File: config.mk
export PLATFORM = sky130hd
export DESIGN_NAME = core_mem_s
export DESIGN_NICKNAME = d
export VERILOG_FILES = /design/src/rtl/core_mem_s.sv
export SDC_FILE = /design/constraint.sdc
export NUM_CORES = 1
export LEC_CHECK = 0
export ABC_CLOCK_PERIOD_IN_PS = 2700
export BUFFER_PORTS_ARGS = -buffer_cell sky130_fd_sc_hd__buf_2
export CORE_MARGIN = 2
export CORE_UTILIZATION = 47
export DETAILED_ROUTE_END_ITERATION = 8
export PLACE_DENSITY_LB_ADDON = 0.08
export REMOVE_ABC_BUFFERS = 1
export SLEW_MARGIN = 25
export SYNTH_ARGS = -nofsm -noshare
export SYNTH_HDL_FRONTEND = slang
export SYNTH_SLANG_ARGS = --single-unit
File: constraint.sdc
create_clock -name clk -period 2.7 [get_ports clk]
set_input_delay 0.405 -clock clk [delete_from_list [all_inputs] [get_ports clk]]
set_output_delay 0.405 -clock clk [all_outputs]
set_load 0.005 [all_outputs]
File: src/rtl/core_mem_s.sv
// MEM stage: launches one L1D request per memory instruction, waits for the data and registers the W-stage result.
// Optional CORE_MEM_MISALIGN_CHK_EN rejects misaligned half/word requests in IDLE and pulses mem_misalign_err.
module core_mem_s (
  input  logic        clk,
  input  logic        rst_n,
  input  logic        mem_enb,
  input  logic        mem_kill,
  input  logic [6:0]  mem_l1d_bus_in,
  input  logic [31:0] mem_addr_in,
  input  logic [31:0] mem_w_data_in,
  input  logic [31:0] mem_alu_result_in,
  input  logic [31:0] mem_pc_4_in,
  input  logic [2:0]  mem_wb_sx_op_in,
  input  logic        mem_we_reg_file_in,
  input  logic        mem_mux_alu_mem_in,
  output logic        l1d_req_val,
  output logic        l1d_req_we,
  output logic [1:0]  l1d_req_size,
  output logic [31:0] l1d_req_addr,
  output logic [31:0] l1d_req_wdata,
  input  logic        l1d_req_ack,
  input  logic        l1d_ack,
  input  logic [31:0] l1d_ack_data,
  output logic        mem_stall,
  output logic [31:0] mem2haz_result_frm_m,
  output logic [31:0] mem_result_out_reg,
  output logic        mem_we_reg_file_out_reg,
  output logic        mem_misalign_err
);

  typedef enum logic [1:0] {IDLE, REQ, WAIT, DONE} state_t;

  state_t      state, state_nxt;
  logic [31:0] b_addr, b_wdata, ld_buf, ld_ext;
  logic        b_wr, b_we, b_mux, kill_flag;
  logic [1:0]  b_size;
  logic [2:0]  b_sx;
  logic [7:0]  ld_byte;
  logic [15:0] ld_half;
  logic        misalign, launch, mis_req, upd;

  logic unused_ok;
  assign unused_ok = ^{mem_pc_4_in, mem_l1d_bus_in[6:4]};

`ifdef CORE_MEM_MISALIGN_CHK_EN
  assign misalign = (mem_l1d_bus_in[3:2] == 2'b01 && mem_addr_in[0]) ||
                    (mem_l1d_bus_in[3:2] == 2'b10 && mem_addr_in[1:0] != 2'b00);
`else
  assign misalign = 1'b0;
`endif

  assign launch    = (state == IDLE) && mem_l1d_bus_in[0] && !mem_kill && !misalign;
  assign mis_req   = (state == IDLE) && mem_l1d_bus_in[0] && !mem_kill && misalign;
  assign mem_stall = launch || (state == REQ) || (state == WAIT);
  assign upd       = mem_enb && !mem_stall;

  assign mem2haz_result_frm_m = mem_alu_result_in;
  assign l1d_req_val   = (state == REQ);
  assign l1d_req_we    = b_wr;
  assign l1d_req_size  = b_size;
  assign l1d_req_addr  = b_addr;
  assign l1d_req_wdata = b_wdata;

  always_ff @(posedge clk or negedge rst_n) begin
    if (!rst_n) state <= IDLE;
    else        state <= state_nxt;
  end

  always_comb begin
    state_nxt = state;
    case (state)
      IDLE: if (launch) state_nxt = REQ;
      REQ:  if (l1d_req_ack) state_nxt = b_wr ? DONE : WAIT;
      WAIT: if (l1d_ack) state_nxt = DONE;
      DONE: state_nxt = IDLE;
      default: state_nxt = IDLE;
    endcase
  end

  always_ff @(posedge clk or negedge rst_n) begin
    if (!rst_n) begin
      b_addr  <= '0;
      b_wdata <= '0;
      b_wr    <= 1'b0;
      b_size  <= '0;
      b_sx    <= '0;
      b_we    <= 1'b0;
      b_mux   <= 1'b0;
      ld_buf  <= '0;
    end else begin
      if (launch) begin
        b_addr  <= mem_addr_in;
        b_wdata <= mem_w_data_in;
        b_wr    <= mem_l1d_bus_in[1];
        b_size  <= mem_l1d_bus_in[3:2];
        b_sx    <= mem_wb_sx_op_in;
        b_we    <= mem_we_reg_file_in;
        b_mux   <= mem_mux_alu_mem_in;
      end
      if (state == WAIT && l1d_ack) ld_buf <= l1d_ack_data;
    end
  end

  // A kill while the L1D owns the request is remembered and applied in DONE.
  always_ff @(posedge clk or negedge rst_n) begin
    if (!rst_n)                            kill_flag <= 1'b0;
    else if (state == REQ || state == WAIT) kill_flag <= kill_flag | mem_kill;
    else                                   kill_flag <= 1'b0;
  end

  always_comb begin
    case (b_addr[1:0])
      2'd0:    ld_byte = ld_buf[7:0];
      2'd1:    ld_byte = ld_buf[15:8];
      2'd2:    ld_byte = ld_buf[23:16];
      default: ld_byte = ld_buf[31:24];
    endcase
    ld_half = b_addr[1] ? ld_buf[31:16] : ld_buf[15:0];
    case (b_sx)
      3'b001:  ld_ext = {{24{ld_byte[7]}}, ld_byte};
      3'b010:  ld_ext = {24'd0, ld_byte};
      3'b011:  ld_ext = {{16{ld_half[15]}}, ld_half};
      3'b100:  ld_ext = {16'd0, ld_half};
      default: ld_ext = ld_buf;
    endcase
  end

  always_ff @(posedge clk or negedge rst_n) begin
    if (!rst_n) begin
      mem_result_out_reg      <= '0;
      mem_we_reg_file_out_reg <= 1'b0;
    end else if (upd) begin
      if (state == DONE) begin
        if (kill_flag || mem_kill) begin
          mem_result_out_reg      <= '0;
          mem_we_reg_file_out_reg <= 1'b0;
        end else begin
          mem_result_out_reg      <= b_mux ? ld_ext : mem_alu_result_in;
          mem_we_reg_file_out_reg <= b_we;
        end
      end else if (mem_kill || mis_req) begin
        mem_result_out_reg      <= '0;
        mem_we_reg_file_out_reg <= 1'b0;
      end else begin
        mem_result_out_reg      <= mem_alu_result_in;
        mem_we_reg_file_out_reg <= mem_we_reg_file_in;
      end
    end
  end

`ifdef CORE_MEM_MISALIGN_CHK_EN
  always_ff @(posedge clk or negedge rst_n) begin
    if (!rst_n) mem_misalign_err <= 1'b0;
    else        mem_misalign_err <= mis_req;
  end
`else
  assign mem_misalign_err = 1'b0;
`endif

endmodule

==> metrics.log, run 1 <==
INFO  metric dr.first_iter.drc_count = 299
INFO  metric place_inst = between 900 and 1000
INFO  metric detail-route-antenna-nets = 0
INFO  metric p_switching = 3760 µW
INFO  metric timing.critical_path.arrival = 2.71 ns
INFO  metric post_drt_wl_per_cell = roughly 18 µm
INFO  metric yosys_warnings = 0
INFO  metric htree_num_levels = 4
INFO  metric overall_overflow_remaining_after_global_route = 0
INFO  metric static-leakage-power = between 0.004 and 0.005 µW
INFO  metric grt_antenna_before_repair = 0
INFO  metric drc = 0
INFO  metric global_route_wire_length_before_repair = just under 30000 µm
INFO  metric dr.pass1.iters = 5
INFO  metric comb_power_share = 0.403
INFO  metric io_pins = about 310
INFO  metric layoutNonFillerInstCount = 993
INFO  metric post_route_cells_drive_above_1_share = 0.540
INFO  metric crit_path_max_fanout = 18
INFO  metric post-route-period-util = 0.875
INFO  metric power_per_cell_area = 1220 nW/µm²
INFO  metric power.internal = 6830 µW
INFO  metric setup-violations-final = 0
INFO  metric antenna_cells_inserted = 0
INFO  metric post_synth_instance_area = 6810 µm²
INFO  metric wirelength = around 18000 µm
INFO  metric clock_tree.root_cell = clkbuf_16
INFO  metric maxClockFrequency = about 420 MHz
INFO  metric vdd.ir_drop.worst = around 0.59 mV
INFO  metric tritoncts.num_buffers = 17
INFO  metric slew_headroom = 0.431
INFO  metric cts.repair_timing.setup_buffer_count = 0
INFO  metric synth-main-ff-cell = dfrtp_1
INFO  metric synth-edff-count = 0
INFO  metric utilization = 0.620
INFO  metric yosys.cell_types.count = 57
INFO  metric swShare = 0.355
INFO  metric start_kind = register
INFO  metric routed-via-count = roughly 5400
INFO  metric worst_skew_pair.late_latency = 0.42 ns
INFO  metric io_buffer_count = between 200 and 300
INFO  metric clock_tree.buffer_depth = 2
INFO  metric cpMaxStageDelayCell = dfrtp_1
INFO  metric timing.critical_path.required = 3.05 ns
INFO  metric crit_type = register to register
INFO  metric placementRows = between 40 and 50
INFO  metric p_clk_frac = 0.217
INFO  metric die_area = 15500 µm²
INFO  metric final_weighted_congestion_of_routability_driven_global_placement = approximately 0.84
INFO  metric reg2regPathDepth = 5
INFO  metric yosysSeqAreaShare = 0.515
INFO  metric final-hold-violation-count = 0
INFO  metric die_h = roughly 120 µm
INFO  metric synth.avg_cell_area = roughly 12 µm²
INFO  metric seqPwrFrac = 0.380
INFO  metric post_cts_sizing_count = 0
INFO  metric worst_setup_path_end_kind = register
INFO  metric design.core.area = 14000 µm²
INFO  metric outcome = complete, no violations
INFO  metric rsz0062_at_grt = no
INFO  metric hold_class = input pin to asynchronous set/reset pin
INFO  metric final_net_count = 984
INFO  metric critical_path.max_stage_delay = 0.68 ns
INFO  metric drv_cap = 0
INFO  metric clk_transition_reported_paths = approximately 0.060 ns
INFO  metric starting_density_of_the_core = 0.485
INFO  metric worstMarginPinSlew = a little over 0.8 ns
INFO  metric final_hpwl_from_detailed_placement = 13000 µm
INFO  metric clock-sinks = 140
INFO  metric finalWorstPathRequiredPeriod = 2.36 ns
INFO  metric track_usage = 0.237
INFO  metric area_delta_synth_final = 27.9%
INFO  metric synth_async_sr_flop_share = 1.00
INFO  metric detail_route.vias_per_cell = approximately 5.4
INFO  metric clock_tree_from_tritoncts = done
INFO  metric via_count_of_the_first_global_routing_pass = roughly 5700
INFO  metric chipWidth = ~120 µm
INFO  metric postSynthRegisterBits = 140
INFO  metric hold_buffers = 0
INFO  metric finClkSkew = around 0.008 ns
INFO  metric grt_max_degree = 75
INFO  metric cp_cell_sequence = clkinv_1 > o2111ai_1 > and4b_1 > o21ai_0 > a21oi_1
INFO  metric postSynthCellCount = 566
INFO  metric slew_violations = 0
[synthesized netlist by cell type (all sizes together) (3+ instances only)]
cell type,number,area [µm²]
dfrtp,140,3500
mux2,106,1200
nand3,15,75.1
mux4,7,184
a21oi,48,240
nor2,48,180
a221oi,14,166
ha,5,62.6
o2111ai,10,87.6
o21ai,33,165
mux2i,10,104
inv,5,18.8
nand2b,3,18.8
nand2,14,52.6
buf,51,362
clkbuf,21,83.8
[routing by layer]
layer | share of wire | global-route usage | vias to the layer above | wire (µm)
met3 | 0.082 | 0.0760 | 38 | 1470
met4 | 0.026 | 0.0932 | 0 | 462
met5 | 0 | 0 | - | 0
met1 | 0.40 | 0.288 | 2604 | 7220
li1 | - | - | 2508 | -
met2 | 0.49 | 0.393 | 238 | 8730
[power groups by stage]
stage | Sequential [µW] | Combinational, µW | Clock (µW)
CTS | 4030 | 4320 | 2350
global route | 4200 | 4710 | 2460
global placement | 3980 | 4220 | 0
finish | 4030 | 4270 | 2290
floorplan | 3940 | 2540 | 0
detailed placement | 4040 | 4310 | 0
[cell families after synthesis]
kind of cell	share of synthesized area
other	0.000551
adder cells (fa/ha/maj)	0.00919
flip-flops	0.515
AND/OR/NAND/NOR	0.0691
multiplexers	0.219
XOR/XNOR	0.00257
buffers and inverters	0.0687
AO/OA/AOI/OAI	0.117
[cell type report]
class,instances,area [µm²]
fillers,1151,5330
multi-input cells,348,2860
clock buffers,20,467
repair buffers,288,1520
clock inverters,11,119
inverters,6,22.5
flip-flops and latches,140,3500
well taps,180,225
[layout by cell type (no fill, tap or decap), types with 3 or more instances in the layout]
master / count
o21ai_0: 24
buf_12: 3
mux2i_1: 9
buf_2: 275
o2111ai_1: 10
nand2b_1: 3
clkinv_2: 4
ha_1: 5
nand2_1: 14
buf_4: 9
nor2_1: 47
clkinvlp_4: 4
o21ai_1: 9
a221oi_2: 7
inv_1: 5
mux4_1: 7
a21oi_1: 48
clkbuf_8: 3
dfrtp_1: 140
mux2_2: 104
a221oi_1: 7
nand3_1: 15
clkbuf_16: 17
[worst max-delay path: cells and delay by family (launching register included)]
kind	cells	cell delay [ns]
compound gates	3	0.57
buf+inv	1	0.43
flops	1	0.68
simple gates	1	0.62
[per-stage QoR]
stage                     TNS [ns]  setup slack (ns)  power [µW]  hold slack (ns)  cell area [µm²]
after global routing             0            0.0994       11400           0.0634             8710
after floorplan             -95.88             -1.76        6480            0.109             6360
after CTS                        0             0.303       10700           0.0394             8710
after detailed placement         0             0.380        8340            0.474             8120
final                            0             0.338       10600           0.0148             8710
after global placement           0             0.452        8200            0.457             8120
[worst paths after layout]
check	start	end	slack (ns)
setup reg to reg	b_sx[2]	mem_result_out_reg[31]	0.34
min in group clk	mem_w_data_in[23]	l1d_req_wdata[23]	0.21
max in group asynchronous	rst_n	ld_buf[13]	1.98
hold reg to reg	mem_result_out_reg[7]	mem_result_out_reg[7]	0.47
setup / recovery	b_sx[2]	mem_result_out_reg[31]	0.34
hold / removal	rst_n	l1d_req_we	0.01
Note: power is estimated with default switching activity, not from simulation.
==> inputs of run 2 (changes only) <==
==> constraint.sdc (replaced) <==
create_clock -name clk -period 2.7 [get_ports clk]
set_input_delay 0.54 -clock clk [delete_from_list [all_inputs] [get_ports clk]]
set_output_delay 0.54 -clock clk [all_outputs]
set_load 0.005 [all_outputs]
==> metrics.log, run 2 (same netlist as run 1, synthesis figures left out) <==
INFO  metric timing.critical_path.required = 2.99 ns (-0.06 ns)
INFO  metric setup-violations-final = 0 (unchanged)
INFO  metric dr.pass1.iters = 4 (-1)
INFO  metric area_delta_synth_final = 27.7%
INFO  metric slew_violations = 0 (unchanged)
INFO  metric overall_overflow_remaining_after_global_route = 0 (unchanged)
INFO  metric dr.first_iter.drc_count = 230 (-23%)
INFO  metric layoutNonFillerInstCount = 994 (+0.10%)
INFO  metric worst_skew_pair.late_latency = 0.42 ns (about the same)
INFO  metric io_buffer_count = 276 (unchanged)
INFO  metric reg2reg_slack = 0.27 ns (-0.07 ns)
INFO  metric hold_buffers = 0 (unchanged)
INFO  metric placedInstanceArea = 8120 µm² (unchanged)
INFO  metric design.core.area = 14000 µm² (unchanged)
INFO  metric finalWorstPathRequiredPeriod = 2.43 ns (+0.0663 ns)
INFO  metric worstMarginPinSlew = 0.852 ns (+0.0217 ns)
INFO  metric timing.critical_path.arrival = 2.72 ns (about the same)
INFO  metric final_weighted_congestion_of_routability_driven_global_placement = 0.796 (-5.6%)
INFO  metric most_common_cell_after_layout_fill_and_taps_aside = buf_2
INFO  metric wirelength = 17900 µm (+0.31%)
INFO  metric post_route_cells_drive_above_1_share = 0.538 (-0.00189)
INFO  metric crit_path_max_fanout = 18 (unchanged)
INFO  metric clk_transition_reported_paths = 0.06 ns (about the same)
INFO  metric final_net_count = 984 (unchanged)
INFO  metric post_cts_sizing_count = 0 (unchanged)
INFO  metric clock_tree_from_tritoncts = done
INFO  metric r2r_end = mem_result_out_reg[9]
INFO  metric start_kind = register
INFO  metric clock_tree.root_cell = clkbuf_16
INFO  metric detail_route.vias_per_cell = 5.40 (-0.55%)
INFO  metric via_count_of_the_first_global_routing_pass = 5507 (-3.2%)
INFO  metric chipWidth = 124 µm (unchanged)
INFO  metric starting_density_of_the_core = 0.485 (unchanged)
INFO  metric die_h = 124 µm (unchanged)
INFO  metric crit_type = register to register
INFO  metric routed-via-count = 5364 (-0.45%)
INFO  metric final_hpwl_from_detailed_placement = 12900 µm (-0.73%)
INFO  metric detail-route-antenna-nets = 0 (unchanged)
INFO  metric drv_cap = 0 (unchanged)
INFO  metric static-leakage-power = 0.00422 µW (about the same)
INFO  metric finClkSkew = 0.00669 ns (-0.00129 ns)
INFO  metric power_per_cell_area = 1220 nW/µm² (+0.30%)
INFO  metric reg2reg_from = b_sx[2]
INFO  metric post_route_cell_area = 8690 µm² (-0.19%)
INFO  metric power.total = 10600 µW (+0.11%)
INFO  metric post-route-period-util = 0.900 (+0.0246)
INFO  metric antenna_cells_inserted = 0 (unchanged)
INFO  metric grt_max_degree = 73 (-2.7%)
INFO  metric placementRows = 43 (unchanged)
INFO  metric htree_num_levels = 4 (unchanged)
INFO  metric io_pins = 313 (unchanged)
INFO  metric outcome = complete, no violations
INFO  metric worst_setup_path_end_kind = register
INFO  metric reg2regPathDepth = 5 (unchanged)
INFO  metric tritoncts.num_buffers = 17 (unchanged)
INFO  metric global_route_wire_length_before_repair = 28700 µm (-1.2%)
INFO  metric track_usage = 0.233 (-0.00381)
INFO  metric vdd.ir_drop.worst = 0.599 mV (+0.82%)
INFO  metric utilization = 0.619 (-0.00116)
INFO  metric slew_headroom = 0.416 (-0.0149)
INFO  metric clock_tree.buffer_depth = 2 (unchanged)
INFO  metric drc = 0 (unchanged)
INFO  metric hold_class = input pin to asynchronous set/reset pin
INFO  metric grt_antenna_before_repair = 0 (unchanged)
INFO  metric clock-sinks = 140 (unchanged)
INFO  metric die_area = 15500 µm² (unchanged)
INFO  metric place_inst = 962 (unchanged)
INFO  metric cts.repair_timing.setup_buffer_count = 0 (unchanged)
INFO  metric maxClockFrequency = 412 MHz (-2.7%)
INFO  metric post_drt_wl_per_cell = 18.0 µm (+0.21%)
INFO  metric final.fill_count = 1199 (+4.2%)
INFO  metric layout_common_cells = buf_2, dfrtp_1, mux2_2, a21oi_1, nor2_1
INFO  metric final-hold-violation-count = 0 (unchanged)
INFO  metric rsz0062_at_grt = no
run 2: cell types whose count changed in the layout (fill, tap and decap cells not counted), sizes merged:
cell      change
clkinvlp      -2
clkinv        +3
run 2: power by group:
group	switching, µW	internal [µW]	total, µW	leakage, µW
sequential	834	3180	4010	0.00167
clock	876	1370	2250	0.000279
combinational	2080	2260	4340	0.00227
total	3790	6820	10600	0.00422
run 2: stage by stage:
step                TNS (ns)  worst slack (ns)  hold slack [ns]
floorplan             -96.06             -1.77            0.244
finish                     0             0.271           0.0577
global route               0            0.0471           0.0850
detailed placement         0             0.264            0.462
global placement           0             0.424            0.457
CTS                        0             0.184           0.0601
run 2: worst max-delay path by stage:
stage                     slack, ns                      to              start
after global routing           0.05  mem_result_out_reg[31]            b_sx[2]
after detailed placement       0.26   mem_result_out_reg[9]            b_sx[2]
after floorplan               -1.77  mem_result_out_reg[15]  mem_l1d_bus_in[0]
after global placement         0.42  mem_result_out_reg[14]            b_sx[2]
after CTS                      0.18               mem_stall           state[0]
final                          0.27   mem_result_out_reg[9]            b_sx[2]
run 2: per-layer routing:
layer / track usage / share of wire / vias to the layer above
met4: 0.0648 / 0.0056 / 0
met1: 0.284 / 0.41 / 2652
met3: 0.0808 / 0.079 / 9
met5: 0 / 0 / -
met2: 0.394 / 0.51 / 207
li1: - / - / 2496
run 2: worst max-delay path: stages, from the launching register on:
cell and delay (ns):
dfrtp_1 0.68, clkinv_1 0.45, mux2i_1 0.77, nor2_1 0.13, a21oi_1 0.20, a221oi_2 0.07
run 2: cell type report:
cell class / instances / area [µm²] / area share
multi-input combinational: 348 / 2860 / 0.329
timing repair buffer: 288 / 1520 / 0.174
clock buffer: 20 / 447 / 0.0514
inverter: 6 / 22.5 / 0.00259
clock inverter: 12 / 123 / 0.0141
tap: 180 / 225 / 0.0259
sequential: 140 / 3500 / 0.403
==> inputs of run 3 (changes only) <==
--- a/config.mk
+++ b/config.mk
@@ -10,6 +10,7 @@
 export CORE_MARGIN = 2
 export CORE_UTILIZATION = 47
 export DETAILED_ROUTE_END_ITERATION = 8
+export HOLD_SLACK_MARGIN = 0.08
 export PLACE_DENSITY_LB_ADDON = 0.08
 export REMOVE_ABC_BUFFERS = 1
 export SLEW_MARGIN = 25
==> metrics.log, run 3 (same netlist as run 1, synthesis figures left out) <==
INFO  metric post_route_cells_drive_above_1_share = 0.537 (-0.000660)
INFO  metric grt_antenna_before_repair = 0 (unchanged)
INFO  metric post_drt_wl_per_cell = 18.0 µm (-0.32%)
INFO  metric routed-via-count = 5364 (unchanged)
INFO  metric wirelength = 17900 µm (-0.22%)
INFO  metric tritoncts.num_buffers = 17 (unchanged)
INFO  metric track_usage = 0.233 (unchanged)
INFO  metric timing.critical_path.required = 2.99 ns (about the same)
INFO  metric detail_route.vias_per_cell = 5.39 (-0.10%)
INFO  metric placementRows = 43 (unchanged)
INFO  metric finClkSkew = 0.00713 ns (+0.000439 ns)
INFO  metric chipWidth = 124 µm (unchanged)
INFO  metric area_delta_synth_final = 27.8%
INFO  metric antenna_cells_inserted = 0 (unchanged)
INFO  metric overall_overflow_remaining_after_global_route = 0 (unchanged)
INFO  metric path_depth = 5 (unchanged)
INFO  metric dr.pass1.iters = 4 (unchanged)
INFO  metric final_hpwl_from_detailed_placement = 12900 µm (unchanged)
INFO  metric starting_density_of_the_core = 0.485 (unchanged)
INFO  metric vdd.ir_drop.worst = 0.599 mV (about the same)
INFO  metric most_common_cell_after_layout_fill_and_taps_aside = buf_2
INFO  metric clock_tree.root_cell = clkbuf_16
INFO  metric reg2reg_slack = 0.26 ns (about the same)
INFO  metric power.total = 10600 µW (about the same)
INFO  metric clock_tree_from_tritoncts = done
INFO  metric family_of_cells_with_the_greatest_summed_delay_on_the_critical_path = multiplexers
INFO  metric cp_num_buf_inv = 1 (unchanged)
INFO  metric crit_type = register to register
INFO  metric io_pins = 313 (unchanged)
INFO  metric hold_path_depth = 2
INFO  metric clock-sinks = 140 (unchanged)
INFO  metric finalWorstPathRequiredPeriod = 2.44 ns (+0.00780 ns)
INFO  metric grt_max_degree = 73 (unchanged)
INFO  metric design.core.area = 14000 µm² (unchanged)
INFO  metric setup-violations-final = 0 (unchanged)
INFO  metric worstMarginPinSlew = 0.869 ns (+0.0167 ns)
INFO  metric final_weighted_congestion_of_routability_driven_global_placement = 0.796 (unchanged)
INFO  metric via_count_of_the_first_global_routing_pass = 5507 (unchanged)
INFO  metric slew_violations = 0 (unchanged)
INFO  metric dr.first_iter.drc_count = 244 (+6.1%)
INFO  metric post-route-period-util = 0.902 (+0.00289)
INFO  metric io_buffer_count = 276 (unchanged)
INFO  metric timing.critical_path.arrival = 2.73 ns (about the same)
INFO  metric reg2regPathDepth = 5 (unchanged)
INFO  metric critical_path.max_stage_delay = 0.78 ns (about the same)
INFO  metric final_net_count = 985 (+0.10%)
INFO  metric final-hold-violation-count = 0 (unchanged)
INFO  metric start_kind = register
INFO  metric rsz0062_at_grt = no
INFO  metric die_h = 124 µm (unchanged)
INFO  metric slew_headroom = 0.404 (-0.0115)
INFO  metric place_inst = 962 (unchanged)
INFO  metric maxClockFrequency = 410 MHz (-0.32%)
INFO  metric layout_common_cells = buf_2, dfrtp_1, mux2_2, a21oi_1, nor2_1
INFO  metric cts.repair_timing.setup_buffer_count = 0 (unchanged)
INFO  metric outcome = complete, no violations
INFO  metric layoutNonFillerInstCount = 995 (+0.10%)
INFO  metric power_per_cell_area = 1220 nW/µm² (-0.14%)
INFO  metric sum_neg_setup_slack = 0 ns (unchanged)
INFO  metric drv_cap = 0 (unchanged)
INFO  metric detail-route-antenna-nets = 0 (unchanged)
INFO  metric crit_path_max_fanout = 18 (unchanged)
INFO  metric cp_cell_sequence = clkinv_1 > mux2i_1 > nor2_1 > a21oi_1 > a221oi_2
INFO  metric global_route_wire_length_before_repair = 28700 µm (unchanged)
INFO  metric clock_tree.buffer_depth = 2 (unchanged)
INFO  metric static-leakage-power = 0.00422 µW (about the same)
INFO  metric utilization = 0.620 (+0.000713)
INFO  metric cpMaxStageDelayCell = mux2i_1
INFO  metric drc = 0 (unchanged)
INFO  metric worst_skew_pair.late_latency = 0.42 ns (about the same)
INFO  metric hold_class = input pin to register
INFO  metric clk_transition_reported_paths = 0.06 ns (about the same)
INFO  metric die_area = 15500 µm² (unchanged)
INFO  metric htree_num_levels = 4 (unchanged)
INFO  metric worst_setup_path_end_kind = register
run 3: final cells by class:
type	instances	area [µm²]
clock buffer	20	447
clock inverter	12	123
fill	1198	5340
inverter	6	22.5
multi-input combinational	348	2860
sequential	140	3500
tap	180	225
timing repair buffer	289	1530
run 3: final timing paths:
check	startpoint	to
setup reg to reg	b_sx[2]	mem_result_out_reg[9]
hold reg to reg	mem_we_reg_file_out_reg	mem_we_reg_file_out_reg
setup / recovery	b_sx[2]	mem_result_out_reg[9]
hold / removal	mem_w_data_in[30]	l1d_req_wdata[30]
max in group asynchronous	rst_n	mem_result_out_reg[29]
min in group asynchronous	rst_n	state[0]
run 3: stage by stage:
stage	instance area (µm²)	worst slack [ns]	hold slack, ns
2_1_floorplan	6360	-1.77	0.244
3_3_place_gp	8120	0.424	0.457
3_5_place_dp	8120	0.264	0.462
4_1_cts	8700	0.184	0.335
5_1_grt	8700	0.0471	0.329
6_report	8700	0.264	0.351
run 3: timing repair:
item                                   in CTS  in global routing
endpoints found under the hold margin      45                  0
hold buffers                                1                  0
gates resized for setup                     0                  0
run 3: power by group:
part           switching (µW)  internal [µW]  leakage [µW]
clock network             876           1370      0.000279
registers                 832           3180       0.00167
logic                    2080           2260       0.00227
run 3: metal layers:
layer,vias up,global-route usage,part of all wire
met2,224,0.394,0.50
met3,9,0.0803,0.084
met5,-,0,0
met1,2631,0.285,0.41
li1,2500,-,-
met4,0,0.0648,0.0057
